### config.mk
export PLATFORM = sky130hd
export DESIGN_NAME = serial_mux_master
export DESIGN_NICKNAME = d
export VERILOG_FILES = /design/src/rtl/serial_mux_master.sv
export SDC_FILE = /design/constraint.sdc
export NUM_CORES = 1
export LEC_CHECK = 0
export ABC_AREA = 1
export BUFFER_PORTS_ARGS = -buffer_cell sky130_fd_sc_hd__buf_2
export CORE_ASPECT_RATIO = 1.75
export CORE_UTILIZATION = 45
export CTS_CLUSTER_SIZE = 16
export DETAILED_ROUTE_END_ITERATION = 10
export GPL_ROUTABILITY_DRIVEN = 0
export GPL_TIMING_DRIVEN = 0
export PLACE_DENSITY = 0.67
export SETUP_SLACK_MARGIN = 0.3
export SYNTH_ARGS = -nofsm -noshare
export SYNTH_HDL_FRONTEND = slang
export SYNTH_SLANG_ARGS = --single-unit
### constraint.sdc
create_clock -name clk -period 28.3 [get_ports clk]
set_input_delay 4.245 -clock clk [delete_from_list [all_inputs] [get_ports clk]]
set_output_delay 4.245 -clock clk [all_outputs]
set_load 0.03 [all_outputs]
### src/rtl/serial_mux_master.sv
// Bus-side master for a bank of RS232 channels: arbitrates RX drains and host TX
// pushes over the shared per-channel MUX interface, one transaction at a time.
module serial_mux_master #(
    parameter int NUM_CH          = 8,
    parameter int D_W             = 8,
    parameter int PRIORITY_LEVELS = 8,
    parameter int RD_LAT          = 1,
    localparam int PRIO_W         = $clog2(PRIORITY_LEVELS),
    localparam int CH_W           = $clog2(NUM_CH)
) (
    input  logic                     clk,
    input  logic                     rst,
    input  logic [NUM_CH*PRIO_W-1:0] ch_priority_rx,
    input  logic [NUM_CH*PRIO_W-1:0] ch_priority_tx,
    input  logic [NUM_CH*D_W-1:0]    ch_data_out,
    input  logic [NUM_CH*4-1:0]      ch_errors,
    output logic [NUM_CH-1:0]        chan_active,
    output logic                     commit_read,
    output logic                     commit_write,
    output logic                     clear_flags,
    output logic [D_W-1:0]           data_in,
    output logic [D_W-1:0]           host_rx_data,
    output logic [CH_W-1:0]          host_rx_chan,
    output logic                     host_rx_valid,
    input  logic                     host_rx_ready,
    input  logic [D_W-1:0]           host_tx_data,
    input  logic [CH_W-1:0]          host_tx_chan,
    input  logic                     host_tx_valid,
    output logic                     host_tx_ready,
    input  logic                     host_clr_req,
    output logic [NUM_CH-1:0]        err_summary
);

    typedef enum logic [2:0] {
        IDLE, WR, CLR, RD_CMD, RD_WAIT, RD_OUT, SETTLE
    } state_t;

    state_t          state, state_nx;
    logic [CH_W-1:0] rr_ptr;
    logic [CH_W-1:0] sel;
    logic [CH_W-1:0] tgt;
    logic            tgt_ok;
    logic [D_W-1:0]  tx_byte;
    logic            last_was_wr;
    logic [1:0]      wait_cnt;

    logic            rd_cand;
    logic [CH_W-1:0] rd_sel;
    logic            tx_in_range;
    logic            tx_full;
    logic            wr_cand;
    logic [D_W-1:0]  rd_byte;

    function automatic logic [NUM_CH-1:0] onehot(input logic [CH_W-1:0] idx);
        logic [NUM_CH-1:0] v;
        v = '0;
        for (int unsigned i = 0; i < NUM_CH; i++)
            if (idx == CH_W'(i)) v[i] = 1'b1;
        return v;
    endfunction

    // Cyclic scan from rr_ptr with strict '>' so the earliest channel wins ties.
    always_comb begin
        logic [PRIO_W-1:0] best;
        int unsigned       idx;
        best    = '0;
        rd_sel  = '0;
        rd_cand = 1'b0;
        for (int unsigned k = 0; k < NUM_CH; k++) begin
            idx = 32'(rr_ptr) + k;
            if (idx >= NUM_CH) idx = idx - NUM_CH;
            if (ch_priority_rx[idx*PRIO_W +: PRIO_W] > best) begin
                best    = ch_priority_rx[idx*PRIO_W +: PRIO_W];
                rd_sel  = CH_W'(idx);
                rd_cand = 1'b1;
            end
        end
    end

    // Out-of-range targets bypass the full check so the host is never stalled.
    always_comb begin
        tx_in_range = 1'b0;
        tx_full     = 1'b0;
        for (int unsigned i = 0; i < NUM_CH; i++) begin
            if (host_tx_chan == CH_W'(i)) begin
                tx_in_range = 1'b1;
                tx_full     = (ch_priority_tx[i*PRIO_W +: PRIO_W] == PRIO_W'(PRIORITY_LEVELS-1));
            end
        end
        wr_cand = host_tx_valid && (!tx_in_range || !tx_full);
    end

    always_comb begin
        rd_byte = '0;
        for (int unsigned i = 0; i < NUM_CH; i++)
            if (sel == CH_W'(i)) rd_byte = ch_data_out[i*D_W +: D_W];
    end

    always_comb begin
        state_nx = state;
        case (state)
            IDLE: begin
                if (host_clr_req)
                    state_nx = CLR;
                else if (wr_cand && (!rd_cand || !last_was_wr))
                    state_nx = WR;
                else if (rd_cand)
                    state_nx = RD_CMD;
            end
            WR, CLR: state_nx = SETTLE;
            RD_CMD:  state_nx = RD_WAIT;
            RD_WAIT: if (wait_cnt == 2'd0) state_nx = RD_OUT;
            RD_OUT:  if (host_rx_ready) state_nx = SETTLE;
            SETTLE:  state_nx = IDLE;
            default: state_nx = IDLE;
        endcase
    end

    always_comb begin
        chan_active   = '0;
        commit_read   = 1'b0;
        commit_write  = 1'b0;
        clear_flags   = 1'b0;
        data_in       = '0;
        host_tx_ready = 1'b0;
        host_rx_valid = 1'b0;
        case (state)
            WR: begin
                chan_active   = onehot(tgt);
                commit_write  = tgt_ok;
                data_in       = tx_byte;
                host_tx_ready = 1'b1;
            end
            CLR: begin
                chan_active = onehot(tgt);
                clear_flags = tgt_ok;
            end
            RD_CMD: begin
                chan_active = onehot(sel);
                commit_read = 1'b1;
            end
            RD_WAIT: chan_active   = onehot(sel);
            RD_OUT:  host_rx_valid = 1'b1;
            default: ;
        endcase
    end

    always_ff @(posedge clk or posedge rst) begin
        if (rst) begin
            state        <= IDLE;
            rr_ptr       <= '0;
            sel          <= '0;
            tgt          <= '0;
            tgt_ok       <= 1'b0;
            tx_byte      <= '0;
            last_was_wr  <= 1'b0;
            wait_cnt     <= '0;
            host_rx_data <= '0;
            host_rx_chan <= '0;
            err_summary  <= '0;
        end else begin
            state <= state_nx;
            for (int unsigned i = 0; i < NUM_CH; i++)
                err_summary[i] <= |ch_errors[i*4 +: 4];
            if (state == IDLE) begin
                tgt     <= host_tx_chan;
                tgt_ok  <= tx_in_range;
                tx_byte <= host_tx_data;
                if (state_nx == RD_CMD) begin
                    sel    <= rd_sel;
                    rr_ptr <= (rd_sel == CH_W'(NUM_CH-1)) ? '0 : rd_sel + 1'b1;
                end
            end
            if (state == WR)
                last_was_wr <= 1'b1;
            if (state == RD_CMD) begin
                last_was_wr <= 1'b0;
                wait_cnt    <= 2'(RD_LAT-1);
            end
            if (state == RD_WAIT) begin
                if (wait_cnt == 2'd0) begin
                    host_rx_data <= rd_byte;
                    host_rx_chan <= sel;
                end else begin
                    wait_cnt <= wait_cnt - 1'b1;
                end
            end
        end
    end

endmodule

==> results.md <==
- Largest stage delay, worst path: about 0.50 ns
- Die W: between 90 and 100 microns
- Num rows: 59
- FILL cells: approximately 1,600
- Multiplexer share of the synthesized area: 0.00144
- Crit path capture type: register
- Status: finished clean
- Cells after Synth: 1,149
- Final wirelength: around 25,000 microns
- Hold-fix buffers at CTS: 0
- Setup Viol. Count Final: 0
- Kind of critical path: primary input to register
- Fraction of layout cells with a size suffix above 1: 0.213
- WHS: ~0.47 ns
- Cell mode on critical path: nand2_1
- Synth Area in XOR/XNOR: 0.0269
- # DRC: 0
- Worst path required time: approximately 28 ns
- Port bufs: between 150 and 200
- Drt first-iter violations: 460
- All-Layer GR Usage: 0.317
- Fmax: 0.0738 GHz
- Multi-input logic area: 5070 sq um
- Fin crit share: 0.479
- Global-route wire length before repair: between 30,000 and 40,000 microns
- Initial antenna violation count: 3
- Initial Utilization: 0.465
- #FFs+latches synth: 43
- Type of the most critical hold path: register to register
- Crit-path max FO: 10
- Setup tns final: 0 ns
- Yosys warns: 0
- Crit-path slowest cell: o21ai_0
- Rel. slew slack: 0.178
- CTS tree: done
- CP startpoint kind: primary input
- CTS root buffer: clkbuf_16
- Max-slew violations: 0
- Ports: 200
- Routed WL per cell: about 16 microns
- H-tree lvl count: 2
- Avg Cell Area, Syn: between 6 and 7 sq um
- Netlist cell types: 60
- Worst clock skew: 0.00361 ns
- Worst endpoint data arrival time: roughly 14 ns
- Main combinational cell family by area after synthesis: simple AND/OR/NAND/NOR gates
- Clock-pin slew on the worst setup and hold paths: 0.06 ns
- Sequential share of the synthesized area: 0.154
- Die area: 16,000 sq um
- Clk_lat worst skew: ~0.28 ns
- Nets@finish: 1,568
- Pin count of the biggest net entering global routing: 44
- Post-DRT Antenna Nets: 0
- RSZ-0062 raised after global routing: false
- Gr ovfl total: 0
- Vias in the first global route: ~8,000
- Adder-cell share of the synthesized area: 0.0998
- Post-CTS sizing: 0
- Routed vias/inst: around 5.6
- Drt pass-1 iters: 5
- Register Area: 1080 sq um
- Clk sinks: 43
- Core Footprint: between 10,000 and 15,000 sq um
- Area added between synthesis and finish: 19.7%
- Compound-Gate Fraction of Synth Area: 0.210
- CTS Buf Count: 5
- Via count: 8,604
- Tmin final: between 10 and 15 ns
- Post-Synth Simple-Gate Area: 0.389
- Max-cap viol count: 0
- Die extent in y: 167 microns
- Post-DP HPWL: 21,500 microns
- Post-CTS Setup Inserts: 0
- Slew at the pin closest to its max-slew limit: between 1 and 1.5 ns
- Final Hold Fails: 0
- Mapped Area: ~7000 sq um
- Clk buf depth: 2
cell usage in the layout, fill, tap and decap left out, types with 3 or more instances in the layout:
cell type    n
o32ai_1      3
xnor2_2      4
nand4_1     21
dfrtp_1     43
or4_1        8
nand2_2     22
buf_2      205
nand2_1    322
and2_1      10
a31oi_1      8
inv_1      133
o31ai_1      8
o21a_1      10
a21oi_1     58
clkbuf_16    5
xor2_1       4
nor2_1      61
clkbuf_1    16
o21ai_1     22
nand3_1    130
o22ai_1      3
a211oi_1     4
buf_4        5
nand3_2      7
inv_2        8
o21ai_0     95
buf_6       10
o211ai_1    15
ha_1        46
or2_2        4
fa_1         6
nor3_1       6
xnor2_1      5
clkinv_1     5
o221ai_1     8
flip-flops by register name, indices dropped and copies added, names as in the netlist:
signal	count
err_summary	8
host_rx_data	8
tx_byte	8
host_rx_chan	3
rr_ptr	3
sel	3
state	3
tgt	3
wait_cnt	2
last_was_wr	1
tgt_ok	1
routing by layer:
layer / share of wire / GRT usage / wire [microns] / up-vias
li1: - / - / - / 4273
met1: 0.34 / 0.308 / 8620 / 3846
met2: 0.52 / 0.581 / 13100 / 381
met3: 0.058 / 0.0279 / 1480 / 104
met4: 0.087 / 0.256 / 2200 / 0
met5: 0 / 0 / 0 / -
Yosys cell counts, drive strengths merged:
| cell type | number | area, sq um |
|---|---|---|
| a2111o | 1 | 11.3 |
| a211oi | 4 | 30.0 |
| a21boi | 1 | 7.51 |
| a21o | 2 | 15.0 |
| a21oi | 59 | 307 |
| a22o | 2 | 17.5 |
| a31oi | 8 | 50.1 |
| a32o | 1 | 10.0 |
| and2 | 10 | 62.6 |
| buf | 22 | 195 |
| clkbuf | 15 | 56.3 |
| clkinv | 5 | 18.8 |
| conb | 1 | 3.75 |
| dfrtp | 43 | 1080 |
| fa | 6 | 120 |
| ha | 46 | 576 |
| inv | 144 | 551 |
| mux2i | 1 | 10.0 |
| nand2 | 346 | 1370 |
| nand3 | 138 | 738 |
| nand3b | 1 | 7.51 |
| nand4 | 21 | 131 |
| nor2 | 64 | 258 |
| nor3 | 7 | 40.0 |
| nor3b | 1 | 7.51 |
| nor4 | 2 | 12.5 |
| o2111ai | 1 | 8.76 |
| o211ai | 15 | 113 |
| o21a | 10 | 75.1 |
| o21ai | 120 | 619 |
| o21bai | 2 | 15.0 |
| o221ai | 8 | 70.1 |
| o22ai | 3 | 18.8 |
| o311ai | 1 | 8.76 |
| o31ai | 8 | 60.1 |
| o32ai | 3 | 26.3 |
| or2 | 4 | 25.0 |
| or4 | 8 | 60.1 |
| xnor2 | 9 | 109 |
| xor2 | 6 | 78.8 |
critical path: cells and delay by family:
family,cells,cell delay [ns]
adders and majority gates,7,2.01
AOI/OAI and AO/OA,8,1.70
and+or+nand+nor,43,5.24
buffers and inverters,5,0.47
worst paths after layout:
kind                               startpoint              end  slack (ns)  cells after the start
max reg2reg                         rr_ptr[1]        rr_ptr[0]       16.42                     69
min                                    tgt_ok           tgt_ok        0.47                      2
min reg2reg                            tgt_ok           tgt_ok        0.47                      2
max                        ch_priority_rx[18]        rr_ptr[0]       14.75                     63
max in group asynchronous                 rst      last_was_wr       23.61                      2
min in group asynchronous                 rst  host_rx_data[6]        4.15                      2
metrics by stage:
stage          utilization  setup slack (ns)  instances  area, sq um
2_1_floorplan            -             16.23       1150         6970
3_3_place_gp         0.547             14.69       1532         8200
3_5_place_dp         0.547             14.56       1532         8200
4_1_cts              0.556             14.85       1540         8340
5_1_grt              0.557             13.82       1542         8340
6_report             0.557             14.75       1542         8340
kinds of logic (layout without fill, tap and decap cells):
family	count (synthesis)	in the layout
multiplexers	1	1
AND/OR/NAND/NOR	602	602
AO/OA/AOI/OAI	249	249
adder cells (fa/ha/maj)	52	52
other	1	4
flip-flops	43	43
buffers and inverters	186	393
XOR/XNOR	15	15
layout make-up:
cell class | count | share of cell area
Inverter | 149 | 0.0682
Sequential cell | 43 | 0.129
Antenna cell | 2 | 0.000600
Timing Repair Buffer | 199 | 0.119
Multi-Input combinational cell | 921 | 0.608
Clock inverter | 2 | 0.00150
Tap cell | 183 | 0.0274
Clock buffer | 6 | 0.0154
Buffer | 37 | 0.0301
Power is not shown: default switching activity piles up to over one toggle a cycle in this logic, so the estimate is an artifact.
